==> src/rtl/dma_burst_ctrl_if.sv <==
// Command/status bundle between a DMA host/AXI-HP adapter and dma_burst_ctrl.
// master = host/adapter side, slave = burst controller side.
interface dma_burst_ctrl_if #(
  parameter int unsigned ADDR_W     = 32,
  parameter int unsigned BURST_LOG2 = 7,
  parameter int unsigned CNT_W      = 16
);
  localparam int unsigned BA_W = ADDR_W - BURST_LOG2;

  logic [BA_W-1:0]  mem_address;
  logic [CNT_W-1:0] sector_cnt;
  logic             dma_type;
  logic             dma_start;
  logic             dma_abort;
  logic             dma_busy;
  logic             dma_done;
  logic             dma_aborted;
  logic [BA_W-1:0]  cmd_addr;
  logic             cmd_dir;
  logic             cmd_val;
  logic             cmd_ack;
  logic             burst_done;
  logic             buf_rdy;

  modport master (
    output mem_address, sector_cnt, dma_type, dma_start, dma_abort,
    output cmd_ack, burst_done, buf_rdy,
    input  dma_busy, dma_done, dma_aborted, cmd_addr, cmd_dir, cmd_val
  );

  modport slave (
    input  mem_address, sector_cnt, dma_type, dma_start, dma_abort,
    input  cmd_ack, burst_done, buf_rdy,
    output dma_busy, dma_done, dma_aborted, cmd_addr, cmd_dir, cmd_val
  );
endinterface

==> src/rtl/dma_burst_ctrl.sv <==
// Splits a sector transfer into aligned fixed-size burst requests, throttled by the
// number of outstanding bursts and buffer readiness, and signals completion.
module dma_burst_ctrl #(
  parameter int unsigned ADDR_W      = 32,
  parameter int unsigned BURST_LOG2  = 7,
  parameter int unsigned SECTOR_LOG2 = 9,
  parameter int unsigned CNT_W       = 16,
  parameter int unsigned MAX_OUT     = 4
) (
  input logic            hclk,
  input logic            rst,
  dma_burst_ctrl_if.slave bus
);
  localparam int unsigned BA_W  = ADDR_W - BURST_LOG2;
  localparam int unsigned SHIFT = SECTOR_LOG2 - BURST_LOG2;
  localparam int unsigned REM_W = CNT_W + SHIFT;
  localparam int unsigned OUT_W = 4;

  typedef enum logic [1:0] {IDLE, ISSUE, DRAIN, DONE} state_e;

  state_e           state_q;
  logic [BA_W-1:0]  addr_q;
  logic             dir_q;
  logic [REM_W-1:0] rem_q;
  logic [OUT_W-1:0] out_q;
  logic             abort_seen_q;
  logic             cmd_val_q;
  logic             busy_q;
  logic             done_q;
  logic             aborted_q;

  logic             accept;
  logic             can_issue;
  logic [REM_W-1:0] rem_d;
  logic [OUT_W-1:0] out_d;
  logic [REM_W-1:0] start_rem;

  // Outstanding/remaining counts as they will be after this edge; a simultaneous
  // accept and completion cancel, and a completion with nothing outstanding is dropped.
  always_comb begin
    accept    = cmd_val_q & bus.cmd_ack;
    out_d     = out_q;
    if (accept && !bus.burst_done) begin
      out_d = out_q + OUT_W'(1);
    end else if (!accept && bus.burst_done && (out_q != '0)) begin
      out_d = out_q - OUT_W'(1);
    end
    rem_d     = accept ? (rem_q - REM_W'(1)) : rem_q;
    can_issue = (rem_d != '0) && (out_d < OUT_W'(MAX_OUT)) && bus.buf_rdy && !bus.dma_abort;
    start_rem = REM_W'(bus.sector_cnt) << SHIFT;
  end

  always_ff @(posedge hclk or posedge rst) begin
    if (rst) begin
      state_q      <= IDLE;
      addr_q       <= '0;
      dir_q        <= 1'b0;
      rem_q        <= '0;
      out_q        <= '0;
      abort_seen_q <= 1'b0;
      cmd_val_q    <= 1'b0;
      busy_q       <= 1'b0;
      done_q       <= 1'b0;
      aborted_q    <= 1'b0;
    end else begin
      done_q <= 1'b0;
      out_q  <= out_d;
      case (state_q)
        IDLE: begin
          // Start wins over a coincident abort; out_q is 0 here so the limit cannot block.
          if (bus.dma_start) begin
            addr_q       <= bus.mem_address;
            dir_q        <= bus.dma_type;
            rem_q        <= start_rem;
            busy_q       <= 1'b1;
            abort_seen_q <= 1'b0;
            aborted_q    <= 1'b0;
            if (bus.sector_cnt == '0) begin
              state_q <= DRAIN;
            end else begin
              state_q   <= ISSUE;
              cmd_val_q <= bus.buf_rdy;
            end
          end
        end
        ISSUE: begin
          rem_q <= rem_d;
          if (accept) begin
            addr_q <= addr_q + BA_W'(1);
          end
          if (bus.dma_abort) begin
            cmd_val_q    <= 1'b0;
            abort_seen_q <= 1'b1;
            state_q      <= DRAIN;
          end else if (accept && (rem_d == '0)) begin
            cmd_val_q <= 1'b0;
            state_q   <= DRAIN;
          end else if (!cmd_val_q || accept) begin
            cmd_val_q <= can_issue;
          end
        end
        DRAIN: begin
          if (bus.dma_abort) begin
            abort_seen_q <= 1'b1;
          end
          if (out_q == '0) begin
            state_q   <= DONE;
            busy_q    <= 1'b0;
            done_q    <= 1'b1;
            aborted_q <= abort_seen_q | bus.dma_abort;
          end
        end
        DONE: begin
          aborted_q <= 1'b0;
          state_q   <= IDLE;
        end
        default: state_q <= IDLE;
      endcase
    end
  end

  assign bus.dma_busy    = busy_q;
  assign bus.dma_done    = done_q;
  assign bus.dma_aborted = aborted_q;
  assign bus.cmd_addr    = addr_q;
  assign bus.cmd_dir     = dir_q;
  assign bus.cmd_val     = cmd_val_q;
endmodule
==> src/flat_wrapper.sv <==
// flat-port wrapper written by rule: the top's interface ports become plain ports
module dma_burst_ctrl_flat 
#(
  parameter int unsigned ADDR_W      = 32,
  parameter int unsigned BURST_LOG2  = 7,
  parameter int unsigned SECTOR_LOG2 = 9,
  parameter int unsigned CNT_W       = 16,
  parameter int unsigned MAX_OUT     = 4
)
  (hclk, rst, bus_mem_address, bus_sector_cnt, bus_dma_type, bus_dma_start, bus_dma_abort, bus_cmd_ack, bus_burst_done, bus_buf_rdy, bus_dma_busy, bus_dma_done, bus_dma_aborted, bus_cmd_addr, bus_cmd_dir, bus_cmd_val);
  dma_burst_ctrl_if #(.ADDR_W(ADDR_W), .BURST_LOG2(BURST_LOG2), .CNT_W(CNT_W)) bus_i ();
  input logic hclk;
  input logic rst;
  input wire logic [$bits(bus_i.mem_address)-1:0] bus_mem_address;
  input wire logic [$bits(bus_i.sector_cnt)-1:0] bus_sector_cnt;
  input wire logic [$bits(bus_i.dma_type)-1:0] bus_dma_type;
  input wire logic [$bits(bus_i.dma_start)-1:0] bus_dma_start;
  input wire logic [$bits(bus_i.dma_abort)-1:0] bus_dma_abort;
  input wire logic [$bits(bus_i.cmd_ack)-1:0] bus_cmd_ack;
  input wire logic [$bits(bus_i.burst_done)-1:0] bus_burst_done;
  input wire logic [$bits(bus_i.buf_rdy)-1:0] bus_buf_rdy;
  output wire logic [$bits(bus_i.dma_busy)-1:0] bus_dma_busy;
  output wire logic [$bits(bus_i.dma_done)-1:0] bus_dma_done;
  output wire logic [$bits(bus_i.dma_aborted)-1:0] bus_dma_aborted;
  output wire logic [$bits(bus_i.cmd_addr)-1:0] bus_cmd_addr;
  output wire logic [$bits(bus_i.cmd_dir)-1:0] bus_cmd_dir;
  output wire logic [$bits(bus_i.cmd_val)-1:0] bus_cmd_val;
  assign bus_i.mem_address = bus_mem_address;
  assign bus_i.sector_cnt = bus_sector_cnt;
  assign bus_i.dma_type = bus_dma_type;
  assign bus_i.dma_start = bus_dma_start;
  assign bus_i.dma_abort = bus_dma_abort;
  assign bus_i.cmd_ack = bus_cmd_ack;
  assign bus_i.burst_done = bus_burst_done;
  assign bus_i.buf_rdy = bus_buf_rdy;
  assign bus_dma_busy = bus_i.dma_busy;
  assign bus_dma_done = bus_i.dma_done;
  assign bus_dma_aborted = bus_i.dma_aborted;
  assign bus_cmd_addr = bus_i.cmd_addr;
  assign bus_cmd_dir = bus_i.cmd_dir;
  assign bus_cmd_val = bus_i.cmd_val;
  dma_burst_ctrl #(.ADDR_W(ADDR_W), .BURST_LOG2(BURST_LOG2), .SECTOR_LOG2(SECTOR_LOG2), .CNT_W(CNT_W), .MAX_OUT(MAX_OUT)) u_core (.hclk(hclk), .rst(rst), .bus(bus_i));
endmodule
==> config.mk <==
export PLATFORM = sky130hd
export DESIGN_NAME = dma_burst_ctrl_flat
export DESIGN_NICKNAME = d
export VERILOG_FILES = /design/src/rtl/dma_burst_ctrl_if.sv /design/src/rtl/dma_burst_ctrl.sv /design/src/flat_wrapper.sv
export SDC_FILE = /design/constraint.sdc
export NUM_CORES = 1
export LEC_CHECK = 0
export ABC_AREA = 0
export BUFFER_PORTS_ARGS = -buffer_cell sky130_fd_sc_hd__buf_4
export CAP_MARGIN = 30
export CORE_AREA = 2 2 104 106
export CTS_CLUSTER_SIZE = 28
export DETAILED_ROUTE_END_ITERATION = 10
export DIE_AREA = 0 0 106 108
export PLACE_DENSITY = 0.53
export SETUP_SLACK_MARGIN = 0.05
export SLEW_MARGIN = 20
export SYNTH_ARGS = -nofsm -noshare
export SYNTH_HDL_FRONTEND = slang
export SYNTH_SLANG_ARGS = --single-unit
==> constraint.sdc <==
create_clock -name hclk -period 3.3 [get_ports hclk]
set_clock_uncertainty 0.05 [all_clocks]
set_input_delay 0.66 -clock hclk [delete_from_list [all_inputs] [get_ports hclk]]
set_output_delay 0.66 -clock hclk [all_outputs]
set_load 0.01 [all_outputs]
# After elaboration in Yosys (flattened, before gate mapping)
# Index checks and enable logic that the tools add are counted.
# word_totals
inputBits,49
ff_bits,55
out_inout_bits,30
wordCells,88
# op_classes
addsub,4
n_reduce_logical,31
n_eq_ne,10
muxes,30
bitwise,2
magnitude_cmp,1
# op_table
op,count
25-bit two-way mux,2
25-bit case mux with 2 select lines,1
18-bit two-way mux,2
18-bit case mux with 2 select lines,1
25-bit by 1-bit adder with 25-bit output (second input constant),1
18-bit zero test,1
18-bit nonzero test,1
18-bit by 1-bit subtractor with 18-bit output (second input constant),1
16-bit zero test,1
3-bit AND reduction,5
1-bit two-way mux,12
2-bit two-way mux,5
4-bit two-way mux,2
2-bit case mux with 4 select lines,1
1-bit logical AND,7
2-bit by 1-bit inequality test with 1-bit output (second input constant),3
1-bit case mux with 2 select lines,3
2-bit nonzero test,3
4-bit by 1-bit adder with 4-bit output (second input constant),1
2-bit == test (second input constant),2
1-bit zero test,4
4-bit zero test,1
4-bit by 3-bit < comparator with 1-bit output (second input constant),1
2-bit inequality test (second input constant),2
other kinds (14),15

# Logic depth before layout (Yosys ltp)
# depth
word_depth,14
depth_mapped,10
ltp_nobuf,8

# Worst setup path after synthesis
# OpenSTA, ideal clock, no wires.
# synth_timing
path_type,input to register
start,input bus_sector_cnt[1]
end,register u_core.cmd_val_q (netlist: u_core.bus.cmd_val)
path_stages,4
path_slack_ns,0.947
t_required_ns,3.125
setup_ns,0.125
arrival_ns,2.179
path_cell_list,or4_1 > or4_2 > nand2_1 > mux2_2
# synth_via
elab_chain_cells,3
# synth_lines
element,line,source
"start, declared",flat_wrapper.sv:15,input wire logic [$bits(bus_i.sector_cnt)-1:0] bus_sector_cnt;
16-bit zero test,dma_burst_ctrl.sv:78,if (bus.sector_cnt == '0) begin
2-bit inequality test (no source line),n/a,
4-bit AND reduction (no source line),n/a,
"end signal, assigned",dma_burst_ctrl.sv:82,cmd_val_q <= bus.buf_rdy;
"end signal, assigned",dma_burst_ctrl.sv:99,cmd_val_q <= can_issue;
"end, declared",dma_burst_ctrl.sv:27,logic cmd_val_q;
# No other way between the ends.
# A chain may end at the register's enable or synchronous reset.

# Worst setup path after layout
# layout_timing
start,register u_core.rem_q[0]
end,register u_core.state_q[1]
# layout_via
elab_chain_cells,6
# layout_lines
element,line,source
"start, declared",dma_burst_ctrl.sv:24,logic [REM_W-1:0] rem_q;
"start signal, assigned",dma_burst_ctrl.sv:74,rem_q <= start_rem;
"start signal, assigned",dma_burst_ctrl.sv:87,rem_q <= rem_d;
18-bit by 1-bit subtractor with 18-bit output,dma_burst_ctrl.sv:48,rem_d = accept ? (rem_q - REM_W'(1)) : rem_q;
18-bit two-way mux *,dma_burst_ctrl.sv:48,
18-bit zero test *,dma_burst_ctrl.sv:95,end else if (accept && (rem_d == '0)) begin
1-bit logical AND *,dma_burst_ctrl.sv:95,
3-bit by 2-bit inequality test with 1-bit output (no source line) *,n/a,
3-bit AND reduction (no source line) *,n/a,
"end signal, assigned",dma_burst_ctrl.sv:94,state_q <= DRAIN;
"end signal, assigned",dma_burst_ctrl.sv:97,state_q <= DRAIN;
"end signal, assigned",dma_burst_ctrl.sv:107,state_q <= DONE;
"end, declared",dma_burst_ctrl.sv:21,state_e state_q;
# Mark *: on every way between the ends. The rest lies on a longest branch, timed or not.

==> summary.txt <==
Via density = 5.54
Die Wd = 106 um
f_max = 384 MHz
DRC Markers = 0
Slew HR = 48.0%
fin crit period = 2.60 ns
Slowest cell on crit path = dfrtp_1
IO Count = 79
GR Util met3 = 2.47%
CP max FO = 7
M2 GR Usage = 30.8%
PostCTS Resize Cnt = 0
total grt overflow = 0
Fin Setup TNS = 0 ns
max-capacitance violation count = 0
Seq/Total Area, Yosys = 38.6%
Avg Synthesized Cell Area = 8.32 um2
power per cell area = 959 mW/mm2
CTS tree = yes
final worst slack = 0.699 ns
CTS Buf Count = 5
fillers = 1070
initial drt markers = 173
share of post-route cells with drive strength above 1 = 22.2%
die area = 0.0114 mm2
initial antenna violation count = 0
Worst EP arrival = 2.76 ns
first-pass GRT wire length = 17400 um
Multi-input gate area = 0.00203 mm2
Die Span Y = 108 um
Hold WC Path Type = in2async
Final Non-Filler Cells = 637
Sink Count = 55
Area growth syn-to-layout = 22.8%
Crit Path Class = reg2reg
port bufs = 78
synth warn = 0
WL per Instance = 16.4 um
area of the core = 0.0102 mm2
hold_buf cts = 0
most crowded layer after global routing = met2
cell count after synthesis = 428
Clock Latency Late Sink = 0.32 ns
H-tree Lvls = 2
Clock Root Buffer = clkbuf_8
largest net degree at the start of global routing = 62
Clk pin slew, worst setup/hold paths = 0.11 ns
total track usage = 18.8%
Final GP Congestion = 0.862
Final setup viols = 0
actual slew at the worst max-slew pin = 0.779 ns
fraction of registers with async set/reset = 100%
Final Util = 42.8%
number of synthesized flops with an enable pin = 0
Setup Buffers After CTS = 0
fin crit share = 78.8%
Seq. cell area = 0.00138 mm2
Max Transition Viols Final = 0
Worst setup EP type = flip-flop
drt pass-1 iters = 4
ys flop type = dfrtp_1
dpl cells = 629
outcome = finished, final reports clean
post-place setup slack = 0.733 ns
startpoint types = flip-flop
clock buffer depth = 2
LEAKAGE = 1.81 nW
antenna-violating nets left = 0
Final HPWL DP = 7630 um
vias = 3529
n_diodes = 0
CP cell instances = inv_1 -> ha_1 -> and4b_2 -> and2_1 -> xor2_1 -> nor4_1 -> a21oi_1 -> mux2_1
Seq cells post-synth = 55
RSZ-0062 raised after global routing = no
met1 usage = 26.4%
vias in the first global route = 3494
nets = 557
DRT Wirelength = 10400 um
Starting Density = 34.8%
final hold violation count = 0
Syn Std Cell Area = 0.00356 mm2
Worst path max stage delay = 0.49 ns
syn nets = 485
Max VDD drop = 337 uV
synth unique cells = 60
required time of the critical path = 3.46 ns
# rows = 37
-- power by group --
| group | internal (mW) | leakage [nW] | switching (mW) |
|---|---|---|---|
| clock | 0.150 | 0.0412 | 0.249 |
| combinational | 0.994 | 1.12 | 1.32 |
| sequential | 1.01 | 0.643 | 0.475 |
| total | 2.15 | 1.81 | 2.04 |
-- layout make-up --
type	instances	area share, %
flip-flops and latches	55	31.5
repair buffers	88	15.1
multi-input cells	335	46.3
inverters	15	1.29
clock inverters	2	0.286
clock buffers	6	1.66
well taps	136	3.89
-- stage by stage --
| stage | instance area, um2 | hold WS [ns] | power [mW] |
|---|---|---|---|
| after global routing | 4380 | 0.356 | 4.58 |
| after CTS | 4380 | 0.339 | 4.22 |
| after global placement | 4290 | 0.445 | 3.78 |
| final | 4380 | 0.325 | 4.20 |
| after detailed placement | 4290 | 0.449 | 3.82 |
| after floorplan | 3560 | 0.422 | 3.03 |
-- worst max-delay path: cells and delay by family, from the launching register on --
kind	cells	cell delay [ns]
simple gates	3	0.88
compound gates	1	0.18
mux	1	0.34
flops	1	0.49
fa+ha+maj	1	0.28
buf+inv	1	0.09
xor+xnor	1	0.19
-- placed cells by master (no fill, tap or decap), types with 3 or more instances in the layout --
cell type and instances:
nand2_1 49, clkbuf_8 5, and2_1 3, o22a_1 5
nor3b_1 3, nor3_1 8, o22ai_1 24, inv_1 14
ha_1 7, a21oi_1 58, nand3_1 23, o31ai_1 3
a31oi_1 3, nor2_1 27, and3_1 3, nor4_1 5
nand4_1 12, xnor2_1 3, o21ai_0 32, dfrtp_1 55
a2bb2oi_1 5, mux2i_1 14, buf_4 88, a22oi_1 3
-- routing by layer --
| layer | vias to the layer above | wire length [um] |
|---|---|---|
| met5 | - | 0 |
| met4 | 0 | 73 |
| met3 | 6 | 437 |
| met2 | 79 | 4870 |
| met1 | 1698 | 5060 |
| li1 | 1746 | - |
-- final timing paths --
| kind | slack, ns | from | cells after the start | endpoint |
|---|---|---|---|---|
| max in group asynchronous | 2.22 | rst | 3 | u_core.bus.cmd_addr[2] |
| hold / removal | 0.33 | rst | 2 | u_core.bus.cmd_addr[12] |
| min in group hclk | 0.48 | u_core.bus.cmd_dir | 1 | u_core.bus.cmd_dir |
| setup reg to reg | 0.70 | u_core.rem_q[0] | 8 | u_core.state_q[1] |
| setup / recovery | 0.70 | u_core.rem_q[0] | 8 | u_core.state_q[1] |
| hold reg to reg | 0.48 | u_core.bus.cmd_dir | 1 | u_core.bus.cmd_dir |
-- flip-flops by register name (all words and copies together), names as in the netlist --
signal,count
u_core.bus.cmd_addr,25
u_core.rem_q,18
u_core.out_q,4
u_core.state_q,2
u_core.abort_seen_q,1
u_core.bus.cmd_dir,1
u_core.bus.cmd_val,1
u_core.bus.dma_aborted,1
u_core.bus.dma_busy,1
u_core.bus.dma_done,1
-- cells in the mapped netlist (2+ instances only) --
| master | n | area [um2] |
|---|---|---|
| inv_1 | 15 | 56.3 |
| a31oi_1 | 3 | 18.8 |
| a2111oi_0 | 2 | 17.5 |
| or4_4 | 2 | 22.5 |
| o21ai_0 | 33 | 165 |
| nand4_1 | 12 | 75.1 |
| xor2_1 | 2 | 17.5 |
| ha_1 | 8 | 100 |
| buf_1 | 2 | 7.51 |
| nor2b_1 | 2 | 12.5 |
| nor3_1 | 8 | 40.0 |
| a22oi_1 | 3 | 22.5 |
| o31ai_1 | 3 | 22.5 |
| clkbuf_1 | 17 | 63.8 |
| nor4_1 | 5 | 31.3 |
| nor2_1 | 27 | 101 |
| o22a_1 | 5 | 43.8 |
| dfrtp_1 | 55 | 1380 |
| and3_1 | 3 | 18.8 |
| or4_1 | 2 | 15.0 |
| or3_1 | 2 | 12.5 |
| a2bb2oi_1 | 5 | 43.8 |
| o22ai_1 | 24 | 150 |
| nor4_2 | 2 | 25.0 |
| nand2_1 | 49 | 184 |
| a21oi_1 | 58 | 290 |
| and2_1 | 3 | 18.8 |
| mux2_2 | 2 | 22.5 |
| a41oi_1 | 2 | 17.5 |
| mux2i_1 | 14 | 140 |
| and4_1 | 2 | 17.5 |
| nor4b_1 | 2 | 17.5 |
| nand3_1 | 23 | 115 |
| nor3b_1 | 3 | 22.5 |
| xnor2_1 | 3 | 26.3 |
-- cells by family after synthesis --
logic type	Yosys count	share of synthesized area [%]
AND/OR/NAND/NOR	157	23.1
flip-flops	55	38.6
XOR/XNOR	5	1.23
AO/OA/AOI/OAI	148	24.7
buffers and inverters	38	4.64
multiplexers	17	4.88
adder cells (fa/ha/maj)	8	2.81
Note: power is estimated with default switching activity, not from simulation.
